<file path="src/rtl/datapath_sequencer_pkg.sv">
// Shared definitions for the programmable datapath sequencer: states, opcodes,
// branch condition codes and small decode helpers.
package datapath_sequencer_pkg;

    typedef enum logic [1:0] {
        ST_IDLE  = 2'd0,
        ST_FETCH = 2'd1,
        ST_EXEC  = 2'd2,
        ST_DONE  = 2'd3
    } state_e;

    localparam logic [3:0] OP_RTYPE = 4'h0;
    localparam logic [3:0] OP_CMPI  = 4'hB;
    localparam logic [3:0] OP_BCOND = 4'hC;
    localparam logic [3:0] OP_HALT  = 4'hF;
    localparam logic [3:0] EXT_CMP  = 4'hB;

    localparam logic [3:0] COND_EQ  = 4'h0;
    localparam logic [3:0] COND_NE  = 4'h1;
    localparam logic [3:0] COND_MI  = 4'h2;
    localparam logic [3:0] COND_PL  = 4'h3;
    localparam logic [3:0] COND_AL  = 4'hE;

    function automatic logic is_itype(input logic [3:0] op);
        case (op)
            4'h1, 4'h2, 4'h3, 4'h5, 4'h9, 4'hB, 4'hD: is_itype = 1'b1;
            default:                                  is_itype = 1'b0;
        endcase
    endfunction

    function automatic logic [15:0] sext8(input logic [7:0] v);
        return {{8{v[7]}}, v};
    endfunction

endpackage

</file>
<file path="src/rtl/datapath_sequencer_decode.sv">
// Combinational instruction decoder: maps one 16-bit instruction plus the latched
// flags onto ALU controls and the instruction class used by the sequencer.
module datapath_sequencer_decode
    import datapath_sequencer_pkg::*;
(
    input  logic [15:0] inst,
    input  logic        z,
    input  logic        n,
    output logic [7:0]  alu_op,
    output logic [7:0]  muxes,
    output logic [15:0] regs_en,
    output logic [15:0] imm,
    output logic        is_alu,
    output logic        is_branch,
    output logic        taken,
    output logic        is_halt
);

    logic [3:0] op_s;
    logic [3:0] rd_s;
    logic [3:0] ext_s;
    logic [3:0] rs_s;

    assign op_s  = inst[15:12];
    assign rd_s  = inst[11:8];
    assign ext_s = inst[7:4];
    assign rs_s  = inst[3:0];

    // Instruction class and datapath control decode
    always_comb begin
        alu_op    = 8'h00;
        muxes     = 8'h00;
        regs_en   = 16'h0000;
        imm       = 16'h0000;
        is_alu    = 1'b0;
        is_branch = 1'b0;
        taken     = 1'b0;
        is_halt   = 1'b0;
        if (op_s == OP_RTYPE) begin
            is_alu = 1'b1;
            alu_op = {4'h0, ext_s};
            muxes  = {rd_s, rs_s};
            if (ext_s == EXT_CMP) begin
                regs_en = 16'h0000;
            end else begin
                regs_en = 16'h0001 << rd_s;
            end
        end else if (is_itype(op_s)) begin
            is_alu = 1'b1;
            alu_op = {op_s, 4'h0};
            muxes  = {rd_s, 4'h0};
            imm    = sext8(inst[7:0]);
            if (op_s == OP_CMPI) begin
                regs_en = 16'h0000;
            end else begin
                regs_en = 16'h0001 << rd_s;
            end
        end else if (op_s == OP_BCOND) begin
            // Condition field reuses the rd slot
            is_branch = 1'b1;
            case (rd_s)
                COND_EQ: taken = z;
                COND_NE: taken = ~z;
                COND_MI: taken = n;
                COND_PL: taken = ~n;
                COND_AL: taken = 1'b1;
                default: taken = 1'b0;
            endcase
        end else if (op_s == OP_HALT) begin
            is_halt = 1'b1;
        end else begin
            is_alu = 1'b0;
        end
    end

endmodule

</file>
<file path="src/rtl/datapath_sequencer.sv">
// Programmable sequencer for the register-file/ALU datapath: fetches from a
// sync-read instruction memory, two cycles per instruction, start/busy/done handshake.
module datapath_sequencer
    import datapath_sequencer_pkg::*;
#(
    parameter int              PC_W     = 8,
    parameter logic [PC_W-1:0] START_PC = {PC_W{1'b0}}
) (
    input  logic            clk,
    input  logic            reset,
    input  logic            start,
    output logic [PC_W-1:0] imem_addr,
    input  logic [15:0]     imem_rdata,
    input  logic            alu_z,
    input  logic            alu_n,
    output logic [7:0]      alu_op,
    output logic [7:0]      muxes,
    output logic [15:0]     regs_en,
    output logic [15:0]     imm,
    output logic            busy,
    output logic            done
);

    state_e          state_r;
    state_e          state_s;
    logic [PC_W-1:0] pc_r;
    logic [PC_W-1:0] pc_s;
    logic            z_r;
    logic            z_s;
    logic            n_r;
    logic            n_s;

    logic [7:0]      dec_alu_op_s;
    logic [7:0]      dec_muxes_s;
    logic [15:0]     dec_regs_en_s;
    logic [15:0]     dec_imm_s;
    logic            is_alu_s;
    logic            is_branch_s;
    logic            taken_s;
    logic            is_halt_s;
    logic [15:0]     disp_s;
    logic            exec_s;

    datapath_sequencer_decode u_decode (
        .inst      (imem_rdata),
        .z         (z_r),
        .n         (n_r),
        .alu_op    (dec_alu_op_s),
        .muxes     (dec_muxes_s),
        .regs_en   (dec_regs_en_s),
        .imm       (dec_imm_s),
        .is_alu    (is_alu_s),
        .is_branch (is_branch_s),
        .taken     (taken_s),
        .is_halt   (is_halt_s)
    );

    assign disp_s    = sext8(imem_rdata[7:0]);
    assign exec_s    = (state_r == ST_EXEC);
    assign imem_addr = pc_r;
    assign busy      = (state_r == ST_FETCH) || (state_r == ST_EXEC);
    assign done      = (state_r == ST_DONE);

    // State, program counter and flag registers
    always_ff @(posedge clk or negedge reset) begin
        if (!reset) begin
            state_r <= ST_IDLE;
            pc_r    <= START_PC;
            z_r     <= 1'b0;
            n_r     <= 1'b0;
        end else begin
            state_r <= state_s;
            pc_r    <= pc_s;
            z_r     <= z_s;
            n_r     <= n_s;
        end
    end

    // Next-state, pc sequencing and flag capture
    always_comb begin
        state_s = state_r;
        pc_s    = pc_r;
        z_s     = z_r;
        n_s     = n_r;
        case (state_r)
            ST_IDLE: begin
                if (start) begin
                    state_s = ST_FETCH;
                    pc_s    = START_PC;
                    z_s     = 1'b0;
                    n_s     = 1'b0;
                end else begin
                    state_s = ST_IDLE;
                end
            end
            ST_FETCH: begin
                state_s = ST_EXEC;
            end
            ST_EXEC: begin
                if (is_alu_s) begin
                    z_s = alu_z;
                    n_s = alu_n;
                end else begin
                    z_s = z_r;
                    n_s = n_r;
                end
                // Branch arithmetic is done at 16 bits and truncated, giving modulo wrap
                if (is_halt_s) begin
                    state_s = ST_DONE;
                    pc_s    = pc_r;
                end else if (is_branch_s && taken_s) begin
                    state_s = ST_FETCH;
                    pc_s    = PC_W'(16'(pc_r) + disp_s);
                end else begin
                    state_s = ST_FETCH;
                    pc_s    = pc_r + {{(PC_W-1){1'b0}}, 1'b1};
                end
            end
            ST_DONE: begin
                state_s = ST_IDLE;
            end
            default: begin
                state_s = ST_IDLE;
            end
        endcase
    end

    // Decoded controls reach the datapath only while an instruction executes
    always_comb begin
        if (exec_s) begin
            alu_op  = dec_alu_op_s;
            muxes   = dec_muxes_s;
            regs_en = dec_regs_en_s;
            imm     = dec_imm_s;
        end else begin
            alu_op  = 8'h00;
            muxes   = 8'h00;
            regs_en = 16'h0000;
            imm     = 16'h0000;
        end
    end

endmodule

</file>
<file path="config.mk">
export PLATFORM = sky130hd
export DESIGN_NAME = datapath_sequencer
export DESIGN_NICKNAME = d
export VERILOG_FILES = /design/src/rtl/datapath_sequencer_pkg.sv /design/src/rtl/datapath_sequencer_decode.sv /design/src/rtl/datapath_sequencer.sv
export SDC_FILE = /design/constraint.sdc
export NUM_CORES = 1
export LEC_CHECK = 0
export CORE_MARGIN = 2
export CORE_UTILIZATION = 32
export DETAILED_ROUTE_END_ITERATION = 7
export PLACE_DENSITY_LB_ADDON = 0.3
export SYNTH_ARGS = -nofsm -noshare
export SYNTH_HDL_FRONTEND = slang
export SYNTH_SLANG_ARGS = --single-unit
</file>
<file path="constraint.sdc">
create_clock -name clk -period 3.1 [get_ports clk]
set_input_delay 0.93 -clock clk [delete_from_list [all_inputs] [get_ports clk]]
set_output_delay 0.93 -clock clk [all_outputs]
set_load 0.05 [all_outputs]
</file>
Yosys cells after proc, flatten, opt, wreduce, memory -nomap -nowiden
Cells that the tools add are included.
- register bits: 12
- latch bits: 0
- RAM bits: 0
- bits in read-only memories: 0
- output and inout port bits: 58
- memories: 0
- add/sub/neg operators: 2
- $mul: 0
- divide/modulo/power cells: 0
- order comparisons: 0
- equality and inequality tests: 20
- shift-type cells: 1
- multiplexer cells: 41
- bitwise operators: 2
- reductions and logical operators: 9
- operators with widths (kind ; count):
    two-way mux 16 bit ; 8
    two-way mux 8 bit ; 9
    equality test 4 bit (second input constant) ; 7
    two-way mux 1 bit ; 18
    equality test 4 x 2 -> 1 bit (second input constant) ; 4
    case mux 8 bit (2 select lines) ; 1
    left shift 1 x 4 -> 16 bit (first input constant) ; 1
    adder 8 x 1 -> 8 bit (second input constant) ; 1
    adder 8 bit ; 1
    equality test 4 x 1 -> 1 bit (second input constant) ; 2
    logical NOT 4 bit ; 2
    case mux 2 bit (4 select lines) ; 1
    OR reduction 7 bit ; 1
    inequality test 2 bit (second input constant) ; 3
    AND reduction 3 bit ; 2
    case mux 1 bit (5 select lines) ; 1
    equality test 2 bit (second input constant) ; 2
    equality test 4 x 3 -> 1 bit (second input constant) ; 1
    case mux 1 bit (2 select lines) ; 2
    equality test 2 x 1 -> 1 bit (second input constant) ; 1
    logical NOT 2 bit ; 1
    two-way mux 2 bit ; 1
    inverter 1 bit ; 2
    nonzero test 2 bit ; 1
    other kinds (2) ; 2

Depth between registers and ports, before layout
- word-level depth: 10
- depth in mapped cells: 7
- depth with buffers taken out: 7

Hierarchy
Synthesis repeated with hierarchy kept, for this count alone.
- cell total of the unflattened synthesis: 261
- area, all modules: 1904.3 sq um
- modules (own cells, without submodules) (module ; instances ; cells an instance ; area an instance (sq um) ; seq. area each (sq um)):
    datapath_sequencer ; 1 ; 173 ; 1333.8 ; 300.3
    datapath_sequencer_decode ; 1 ; 88 ; 570.5 ; 0.0

Worst setup path after synthesis
No wires, ideal clock.
- path type: in2out
- start: input port imem_rdata[15]
- end: output port regs_en[4]
- arrival time: 2.621 ns
- slack: -0.451 ns
- cell stages on the path: 5
- path buffers: 0
- cell sequence: nor2_1 -> o21ai_0 -> a21oi_1 -> nand3b_1 -> nor3_1
- word-level cells in the longest chain between the ends: 7
- ends and longest elaborated chain (what ; RTL line ; RTL):
    start: declaration ; datapath_sequencer.sv:13 ; input logic [15:0] imem_rdata,
    equality test 4 x 1 -> 1 bit (tied with other cells) ; datapath_sequencer_pkg.sv:25 ; case (op)
    OR reduction 7 bit ; datapath_sequencer_pkg.sv:25 ;
    two-way mux 1 bit ; datapath_sequencer_pkg.sv:25 ;
    two-way mux 1 bit ; datapath_sequencer_decode.sv:39 ; if (op_s == OP_RTYPE) begin
    two-way mux 16 bit ; datapath_sequencer_decode.sv:48 ; end else if (is_itype(op_s)) begin
    two-way mux 16 bit (*) ; datapath_sequencer_decode.sv:39 ;
    two-way mux 16 bit (*) ; datapath_sequencer.sv:130 ; if (exec_s) begin
    end: declaration ; datapath_sequencer.sv:18 ; output logic [15:0] regs_en,
Mark *: on every way between the ends. The rest lies on a longest branch, timed or not. The select of a mux whose other input is x is not followed.

Worst setup path in the final report
- start: input port imem_rdata[12]
- end: output port muxes[1]
- word-level cells in the longest chain between the ends: 3
- ends and longest elaborated chain (what ; RTL line ; RTL):
    logical NOT 4 bit ; datapath_sequencer_decode.sv:39 ;
    two-way mux 8 bit ; datapath_sequencer_decode.sv:39 ;
    two-way mux 8 bit ; datapath_sequencer.sv:130 ;
    end: declaration ; datapath_sequencer.sv:17 ; output logic [7:0] muxes,
No other way between the ends.

==> impl_metrics.ini <==
[place]
post-place-ws_ns = -0.333
gp_congestion = 0.830
port_buffers = 78
hpwlAfterDp_um = 4520

[layout]
final_cell_mix = 49 x buf_12, 30 x buf_4, 21 x nand2_1, 20 x clkdlybuf4s50_1, 17 x nor2_1
area_growth_pct = 102
fin_nets = 352
n_antenna_cell = 0
layout-drive-gt1-share = 0.401
final_common_cell = buf_12
fillers = 407

[global_routing]
grt_antenna_before_repair = 0
grt_max_degree = 32
grtUsageTotal = 0.203
grt_remaining_overflow = 0
grt_pass1_wl_um = 9060
grt_pass1_vias = 1880

[worst_setup_path]
worstSetupEndpoint = muxes[1]
path_class = in -> out
endpoint_kind = output pin
critPathRequiredTime_ns = 2.17
arrival_ns = 2.14
rr_worst_depth = 8
critPathLaunch = imem_rdata[12]
r2r_setup_slack_ns = 0.85
r2r-start = state_r[0]$_DFF_PN0_
cp-start-kind = primary input
cp_max_fo = 7
r2r_end = imem_addr[6]$_DFFE_PN0P_

[route]
avgViaCountPerCell = 5.06
drc_errors = 0
vias = 1957
initialDrtViolationCount = 114
avgRoutedWirePerCell_um = 15.0
ant_nets = 0
detailedRoute.firstPassIterationCount = 4
wl_um = 5790

[synth]
synth_edf_count = 0
synth_top_cell_by_area = dfrtp_1
synth.yosys.seq_area_share = 0.183
ys_types = 52
synth_nets = 252
synth_area_leaders = dfrtp_1 18%, ha_1 8.4%, nor2_1 7.3%, and3_1 5.7%, nand2_1 5.0%
synth-seq-cells = 12
syn_avg_cell_area_um2 = 7.47
ys.warnings.count = 0
synthCells = 219
async_flop_share = 1.00
synthFlopType = dfrtp_1
synth_top_area_frac = 0.183
syn_area_mm2 = 0.00164

[die]
die_y_um = 75.5
initial_core_util = 0.327
die_w_um = 75.5
dieArea_mm2 = 0.00570
io_pins = 79
core_mm2 = 0.00501
rows = 26

[sta]
fin_skew_ns = 0.00458
finalSetupTns_ns = 0
fin_crit_sh = 0.989
max_freq_mhz = 326
fin_crit_ns = 3.07
setup_slack_ns = 0.0342
worst_pin_slew_ns = 0.571
finalSetupViolations = 0
drv_slew = 0
hold_violations = 0
relSlewSlack = 0.618
grt_setup_unrepaired = true
hold_slack_ns = 0.540

[cts]
cts_tree = done
cts_buffers = 3
htreeDepth = 1
cts_sinks = 12
clk_pin_slew_worst_paths_ns = 0.06
hold_buffers = 0
clockRootBuffer = clkbuf_8
cts_buffer_depth = 2
insertion_delay_ns = 0.23

[pwr]
cellPowerDensity_mw_per_mm2 = 402
peakVddDrop_mv = 0.307
p_leak_nw = 1.39

[run_status]
outcome = completed

[hold_path]
hold_path.class = reg -> reg

[run]
max_cap_viol_count = 0
-- cell type report --
cell class / instances / area, um2 / share of cell area
clock buffers: 3 / 41.3 / 0.0125
inverters: 9 / 33.8 / 0.0102
multi-input cells: 183 / 1360 / 0.412
flip-flops and latches: 12 / 300 / 0.0908
well taps: 70 / 87.6 / 0.0265
repair buffers: 110 / 1480 / 0.448
-- Yosys cell counts, drive strengths merged (2+ instances only) --
cell	number
o21ai	11
o31ai	2
o22ai	2
dfrtp	12
buf	11
xor2	6
o21bai	2
and3	15
o21a	4
nand3b	3
inv	9
nand2	22
a221o	3
clkbuf	4
a21oi	8
nand4b	2
nand3	12
nor2b	5
nor3	7
nand2b	3
a211oi	2
nor2	32
and2	2
o211ai	3
ha	11
mux2i	7
-- registers in the layout, indices dropped and copies added, names as in the netlist --
| signal | cells |
|---|---|
| imem_addr | 8 |
| n_r | 1 |
| state_r | 2 |
| z_r | 1 |
-- per-layer routing --
metal  vias to the layer above  wire length (um)  GRT usage
met5                         -                 0          0
met2                        44              2920      0.337
met4                         0                27     0.0351
met1                       931              2620      0.284
li1                        980                 -          -
met3                         2               222     0.0265
-- report_power, final --
part / internal (mW) / leakage (nW) / switching [mW]
Combinational: 0.381 / 1.21 / 0.582
Sequential: 0.186 / 0.163 / 0.0393
Clock: 0.0854 / 0.0216 / 0.0546
-- worst min path at each step --
stage,from,to,depth (start not counted)
floorplan,state_r[1]$_DFF_PN0_,state_r[1]$_DFF_PN0_,1
global placement,state_r[1]$_DFF_PN0_,state_r[1]$_DFF_PN0_,1
detailed placement,state_r[1]$_DFF_PN0_,state_r[1]$_DFF_PN0_,1
CTS,state_r[1]$_DFF_PN0_,state_r[1]$_DFF_PN0_,1
global route,state_r[1]$_DFF_PN0_,state_r[1]$_DFF_PN0_,1
finish,state_r[1]$_DFF_PN0_,state_r[1]$_DFF_PN0_,1
-- critical path: stages --
cell and delay (ns):
dlygate4sd2_1 0.27, buf_4 0.17, nor2_1 0.12, buf_4 0.13
nand2_1 0.12, nor2_1 0.22, buf_12 0.17
-- metrics by stage --
stage | power (mW) | utilization | instance area (um2) | cells
after global placement | 1.16 | 0.632 | 3160 | 381
after floorplan | 0.790 | - | 1690 | 219
after detailed placement | 1.16 | 0.632 | 3160 | 381
final | 1.33 | 0.660 | 3310 | 387
after global routing | 1.40 | 0.660 | 3310 | 387
after CTS | 1.32 | 0.646 | 3240 | 388
-- kinds of logic (layout without fill, tap and decap cells) --
| logic type | after synthesis | in the layout | synth area share |
|---|---|---|---|
| buffers and inverters | 24 | 122 | 0.0833 |
| adders and majority gates | 12 | 12 | 0.0963 |
| AOI/OAI and AO/OA | 47 | 47 | 0.210 |
| xor gates and xnor gates | 7 | 7 | 0.0421 |
| and+or+nand+nor | 110 | 110 | 0.342 |
| DFF | 12 | 12 | 0.183 |
| muxes | 7 | 7 | 0.0428 |
-- timing repair --
action                                  in CTS  in global routing
gates resized for setup                     41                 17
pin swaps                                    7                  0
buffers inserted                             4                  0
endpoints found under the setup margin      47                 25
(Power assumes the default switching activity.)
